===== src/rtl/sng_pkg.sv =====
// sng_pkg: shared widths, LFSR taps, FSM states and stream type for the stochastic number generator.
package sng_pkg;
  localparam int SNG_W = 8;
  localparam int SBS_LEN = 255;
  localparam logic [SNG_W-1:0] LFSR_TAPS = 8'b1011_1000;
  typedef enum logic [1:0] {CAPTURE, GEN, DONE} sng_state_t;
  typedef logic [SBS_LEN-1:0] sbs_t;
  // x^8+x^6+x^5+x^4+1 Fibonacci step: feedback is the XOR of bits 7,5,4,3
  function automatic logic [SNG_W-1:0] lfsr_next(input logic [SNG_W-1:0] s);
    return {s[SNG_W-2:0], ^(s & LFSR_TAPS)};
  endfunction
endpackage


===== src/rtl/sng_lfsr8.sv =====
// lfsr8: maximal-length 8-bit LFSR with synchronous reload and async active-low reset to SEED.
module lfsr8
  import sng_pkg::*;
#(
  parameter logic [SNG_W-1:0] SEED = 8'h01
) (
  input  logic             clk,
  input  logic             rst,
  input  logic             load,
  input  logic             step,
  output logic [SNG_W-1:0] q
);
  logic [SNG_W-1:0] lfsr_q, lfsr_d;
  always_comb lfsr_d = load ? SEED : step ? lfsr_next(lfsr_q) : lfsr_q;
  always_ff @(posedge clk or negedge rst)
    if (!rst) lfsr_q <= SEED;
    else lfsr_q <= lfsr_d;
  assign q = lfsr_q;
endmodule


===== src/rtl/sng.sv =====
// sng: encodes an 8-bit value as a 255-bit unipolar stochastic bitstream using an LFSR comparator.
// Define SNG_RELOAD_EN to regenerate the stream whenever a changes while in DONE.
module sng
  import sng_pkg::*;
#(
  parameter logic [SNG_W-1:0] lfsr_seed = 8'hB5
) (
  input  logic             clk,
  input  logic             rst,
  input  logic [SNG_W-1:0] a,
  output sbs_t             a_sbs,
  output logic             done
);
  // an all-zero seed would lock the LFSR
  localparam logic [SNG_W-1:0] SEED = (lfsr_seed == '0) ? 8'h01 : lfsr_seed;
  sng_state_t state_q, state_d;
  logic [SNG_W-1:0] a_q, a_d, idx_q, idx_d, lfsr;
  sbs_t sbs_q, sbs_d;
  logic done_q, done_d, load, step, last;
  lfsr8 #(.SEED(SEED)) u_lfsr (
    .clk (clk),
    .rst (rst),
    .load(load),
    .step(step),
    .q   (lfsr)
  );
  assign last = idx_q == SNG_W'(SBS_LEN - 1);
  always_comb begin
    state_d = state_q;
    a_d     = a_q;
    idx_d   = idx_q;
    sbs_d   = sbs_q;
    done_d  = done_q;
    load    = 1'b0;
    step    = 1'b0;
    case (state_q)
      CAPTURE: begin
        a_d     = a;
        state_d = GEN;
      end
      GEN: begin
        sbs_d[idx_q] = lfsr <= a_q;
        step         = 1'b1;
        idx_d        = last ? idx_q : idx_q + 1'b1;
        state_d      = last ? DONE : GEN;
        done_d       = last;
      end
      default: begin
`ifdef SNG_RELOAD_EN
        if (a != a_q) begin
          done_d  = 1'b0;
          sbs_d   = '0;
          load    = 1'b1;
          a_d     = a;
          idx_d   = '0;
          state_d = GEN;
        end
`endif
      end
    endcase
  end
  always_ff @(posedge clk or negedge rst)
    if (!rst) begin
      state_q <= CAPTURE;
      a_q     <= '0;
      idx_q   <= '0;
      sbs_q   <= '0;
      done_q  <= 1'b0;
    end else begin
      state_q <= state_d;
      a_q     <= a_d;
      idx_q   <= idx_d;
      sbs_q   <= sbs_d;
      done_q  <= done_d;
    end
  assign a_sbs = sbs_q;
  assign done  = done_q;
endmodule


===== config.mk =====
export PLATFORM = sky130hd
export DESIGN_NAME = sng
export DESIGN_NICKNAME = d
export VERILOG_FILES = /design/src/rtl/sng_pkg.sv /design/src/rtl/sng_lfsr8.sv /design/src/rtl/sng.sv
export SDC_FILE = /design/constraint.sdc
export NUM_CORES = 1
export LEC_CHECK = 0
export ABC_AREA = 1
export CAP_MARGIN = 20
export CELL_PAD_IN_SITES_DETAIL_PLACEMENT = 1
export CELL_PAD_IN_SITES_GLOBAL_PLACEMENT = 2
export CORE_UTILIZATION = 30
export DETAILED_ROUTE_END_ITERATION = 10
export PLACE_DENSITY = 0.87
export RECOVER_POWER = 25
export SLEW_MARGIN = 30
export SYNTH_ARGS = -nofsm -noshare
export SYNTH_HDL_FRONTEND = slang
export SYNTH_SLANG_ARGS = --single-unit

===== constraint.sdc =====
create_clock -name clk -period 2.3 [get_ports clk]
set_input_delay 0.46 -clock clk [delete_from_list [all_inputs] [get_ports clk]]
set_output_delay 0.46 -clock clk [all_outputs]
set_load 0.01 [all_outputs]

After elaboration in Yosys (flattened, before gate mapping):

Index checks and enable logic that the tools add are counted.

* add/sub/neg operators: 1
* $lt $le $gt $ge: 3
* eq/ne operators: 2
* multiplexer cells: 6
* bitwise operators: 1
* reductions and logical operators: 5

Operator list (number)
* bitwise mux 255 bit: 1
* < comparator 8 x 9 -> 1 bit (second input constant): 1
* adder 8 x 1 -> 8 bit (second input constant): 1
* demux 1 bit (select 8 bit): 1
* equality test 8 bit (second input constant): 1
* >= comparator 8 x 1 -> 1 bit (second input constant): 1
* <= comparator 8 bit: 1
* parity 8 bit: 1
* case mux 2 bit (2 select lines): 1
* equality test 2 x 1 -> 1 bit (second input constant): 1
* logical NOT 2 bit: 1
* 2-to-1 mux 1 bit: 2
* 2-to-1 mux 2 bit: 1
* AND reduction 2 bit: 1
* nonzero test 2 bit: 1
* logical AND 1 bit: 1
* inverter 1 bit: 1

* bits in registers: 282
* input bits: 10
* output and inout port bits: 256
* logic and storage cells: 24

Logic depth before layout (Yosys ltp):

* depth after elaboration: 5
* gate-level depth with buffers: 14
* gate-level depth less buffers: 12

Modules after synthesis:

A second synthesis with hierarchy kept.

* cells, all modules: 1704
* area, all modules: 13604.3 um^2

By module, submodules not included
* sng: times used 1, cells an instance 1658, area an instance 13192.7 um^2, seq. area each 6856.6 um^2
* lfsr8: times used 1, cells an instance 46, area an instance 411.6 um^2, seq. area each 206.4 um^2

Least setup slack after synthesis:

Ideal clock, no wire load.

* path kind: register to register
* from: register u_lfsr.lfsr_q[5] (netlist: u_lfsr.q[5])
* to: register sbs_q[189] (netlist: a_sbs[189])
* setup time: 0.066 ns
* arrival: 1.709 ns
* required time: 2.234 ns
* path slack: 0.525 ns
* cell stages (with the launch flop): 11
* buffers on the path: 2
* clock period less this slack: 1.775 ns
* cell sequence: dfstp_2 ha_1 a21oi_1 nor2_1 nor2_1 nand2_1 nand2_1 buf_2 buf_1 nand2_1 nand2_1

* longest elaborated chain between the ends: 2

RTL lines
* start: declaration: line sng_lfsr8.sv:13 `logic [SNG_W-1:0] lfsr_q, lfsr_d;`
* start signal: assignment: line sng_lfsr8.sv:17 `else lfsr_q <= lfsr_d;`
* <= comparator 8 bit: line sng.sv:42 `sbs_d[idx_q] = lfsr <= a_q;`
* bitwise mux 255 bit: line sng.sv:42
* end signal: assignment: line sng.sv:73 `sbs_q <= sbs_d;`
* end: declaration: line sng.sv:18 `sbs_t sbs_q, sbs_d;`

Every way passes these cells.
A chain may end at the register's enable or synchronous reset.

Worst setup path in the final report:

* from: register u_lfsr.lfsr_q[5] (netlist: u_lfsr.q[5])
* to: register sbs_q[140] (netlist: a_sbs[140])

The elaborated chain is that of the path after synthesis.

==> metrics.md <==
| Metric | Value |
|---|---|
| #FFs+latches synth | between 200 and 300 |
| WL met1 | 21,800 µm |
| Met2 WL | 22,900 µm |
| Worst Tran Pin Value | 1.25 ns |
| Highest Clock Rate | 0.487 GHz |
| Num rows | 76 |
| CP Data Required Time | between 2 and 3 ns |
| Via density | between 5 and 6 |
| Overall Power | between 0.01 and 0.015 W |
| Largest net degree at the start of global routing | about 140 |
| Register area share after synthesis | 0.529 |
| Met3 wire len | between 2000 and 2500 µm |
| Main flop type after synthesis | dfrtp_1 |
| Initial antenna violation count | 0 |
| Routability Congestion | between 0.7 and 0.8 |
| Fin nets | 1,888 |
| Final Hold Viols | 0 |
| Synth unique cells | 23 |
| R2R setup slack | between 0.2 and 0.25 ns |
| Crit end category | flop |
| Setup TNS | 0 ns |
| Post-DP HPWL | roughly 33,000 µm |
| Area share of the largest cell type after synthesis | 0.520 |
| Worst hold-check path type | input pin to flop |
| Top-Level Pins | 266 |
| Final setup viols | 0 |
| Final Cycle Share | 0.893 |
| Fin. max-slew vios | 0 |
| Die H | roughly 210 µm |
| Largest stage delay, worst path | approximately 0.56 ns |
| GRT Overall Usage | 0.217 |
| Syn nets | between 1,500 and 2,000 |
| Buffers added on ports | approximately 270 |
| Crit path top cell by count | nand2_1 |
| Setup Crit Path Kind | flop to flop |
| Critical Path AT | 2.54 ns |
| Ys async rst share | 1.00 |
| DR iter-0 viols | 740 |
| Clk buf depth | 3 |
| Number of global-route vias before repair | between 10,000 and 15,000 |
| First-pass GRT wire length | 76,000 µm |
| Total gr overflow | 0 |
| Slew HR | 0.168 |
| CP max FO | 44 |
| Die area | roughly 0.045 mm² |
| Top cell type by total area after synthesis | dfrtp_1 |
| Outcome | completed |
| Synth warn | 0 |
| Post-synthesis cell count | around 1,700 |
| Area of the mapped netlist | about 0.013 mm² |
| ANT cells | 0 |
| Max Cap Viol | 0 |
| Core Footprint | 0.0435 mm² |
| Syn Area/Cell | around 8 µm² |
| Area added between synthesis and finish | 33.5% |
| Static Leak | a little over 8 nW |
| Pwr Density | 587 mW/mm² |
| Placed Cells | roughly 2,400 |
| Post-synth EDFFs | 0 |
| Post-layout util | 0.410 |
| Cts repair resizes | 0 |
| Final ANT Viol Nets | 0 |
| Initial Utilization | 0.307 |
| CTS tree | built |
| Sink Count | between 200 and 300 |
| Skew final | 0.0279 ns |
| Commonest non-fill, non-tap cell in the layout | nand2_1 |
| Final Non-Filler Cells | between 2,000 and 2,500 |
| Minimum clock period | about 2.1 ns |
| Share of cells above drive strength 1 | 0.0646 |
| VDD IR max | roughly 0.38 mV |
| 1st-pass router iterations | 4 |
| RSZ-0062 raised after global routing | false |
| Residual DRC | 0 |
| CP max-delay cell | dfstp_2 |
| Num CTS Buffers | 35 |
| Worst hold slack | ~0.48 ns |
| Crit path cell chain | ha_1, a21oi_1, nor2_1, nor2_1, nand2_1, nand2_4, buf_12, nand2_1, nand2_1 |
| Max Used Layer | met4 |
| DR WL/cell | between 15 and 20 µm |
| # H-tree levels | 2 |
| Via Count | roughly 13,000 |
| Startpoint types | flop |
| Worst skew pair latency | 0.55 ns |
| Top cells by area, synth | dfrtp_1 52%, nand2_1 17%, o31ai_1 8.0%, nor3_1 5.4%, o21ai_0 4.4% |
| WL final | 48,600 µm |
| Clock Root Buffer | clkbuf_16 |
| Clk slew on worst S/H paths | about 0.06 ns |
| Most frequent cells in the layout | 603 x nand2_1, 277 x dfrtp_1, 264 x clkdlybuf4s50_1, 144 x nor3_1, 143 x o31ai_1 |
| Die width | 213 µm |
## Yosys cell counts, drive strengths merged, types with 2 or more instances
| cell | number |
|---|---|
| nand2 | 607 |
| nor2 | 126 |
| a21oi | 3 |
| or2 | 2 |
| xor2 | 8 |
| nand3 | 17 |
| nor3 | 144 |
| dfrtp | 277 |
| dfstp | 5 |
| o21ai | 116 |
| ha | 12 |
| buf | 67 |
| clkbuf | 78 |
| inv | 43 |
| o31ai | 143 |
## critical path: cells and delay by family, from the launching register on
family / cells / cell delay (ns)
and+or+nand+nor: 6 / 0.73
DFF: 1 / 0.56
buffers and inverters: 1 / 0.28
AOI/OAI and AO/OA: 1 / 0.15
adders and majority gates: 1 / 0.25
## where the power goes
part	total (W)	internal (W)	leakage, nW	switching (W)
Sequential	0.00498	0.00497	3.64	0.00000417
Clock	0.00531	0.00309	0.529	0.00222
Combinational	0.000168	0.0000392	3.94	0.000129
## state kept, by name, summed over array words and instances, names as in the netlist
name      cells
done          1
idx_q         8
u_lfsr.q      8
a_q           8
state_q       2
a_sbs       255
## kinds of logic (layout without fill, tap and decap cells)
kind of cell | Yosys count | in the layout | share of synthesized area
compound gates | 263 | 263 | 0.126
simple gates | 897 | 897 | 0.271
mux | 1 | 1 | 0.000844
flops | 282 | 282 | 0.529
fa+ha+maj | 12 | 12 | 0.0113
buf+inv | 188 | 427 | 0.0569
xor+xnor | 8 | 8 | 0.00525
## what timing repair did
item	in CTS	in global routing
buffers inserted	0	0
hold buffers	1	0
hold endpoints to repair	34	0
## stage by stage
stage / setup WS (ns) / area, µm²
2_1_floorplan: 0.525 / 13300
3_3_place_gp: 0.258 / 16800
3_5_place_dp: 0.233 / 16800
4_1_cts: 0.237 / 17800
5_1_grt: 0.0921 / 17800
6_report: 0.245 / 17800
## cell type report
| cell class | instances | area [µm²] |
|---|---|---|
| Clock buffer | 55 | 1030 |
| Tap cell | 585 | 732 |
| Multi-Input combinational cell | 1181 | 5530 |
| Timing Repair Buffer | 323 | 3230 |
| Fill cell | 5148 | 25700 |
| Inverter | 43 | 169 |
| Clock inverter | 6 | 48.8 |
| Sequential cell | 282 | 7060 |
## worst paths after layout
path                                          from                 endpoint  cells past startpoint
max                        u_lfsr.q[5]$_DFFE_PN1P_   a_sbs[140]$_DFFE_PN0P_                      9
min                                           a[2]       a_q[2]$_DFFE_PN0P_                      3
max reg2reg                u_lfsr.q[5]$_DFFE_PN1P_   a_sbs[140]$_DFFE_PN0P_                      9
min reg2reg                u_lfsr.q[2]$_DFFE_PN1P_  u_lfsr.q[2]$_DFFE_PN1P_                      2
max in group asynchronous                      rst  u_lfsr.q[3]$_DFFE_PN0P_                      3
min in group asynchronous                      rst   a_sbs[172]$_DFFE_PN0P_                      2
## metal layers
layer | up-vias | global-route usage
met5 | - | 0
met4 | 0 | 0.0690
met3 | 69 | 0.0454
met2 | 261 | 0.351
met1 | 6316 | 0.290
li1 | 5857 | -
Power figures use the tool's default switching activity.
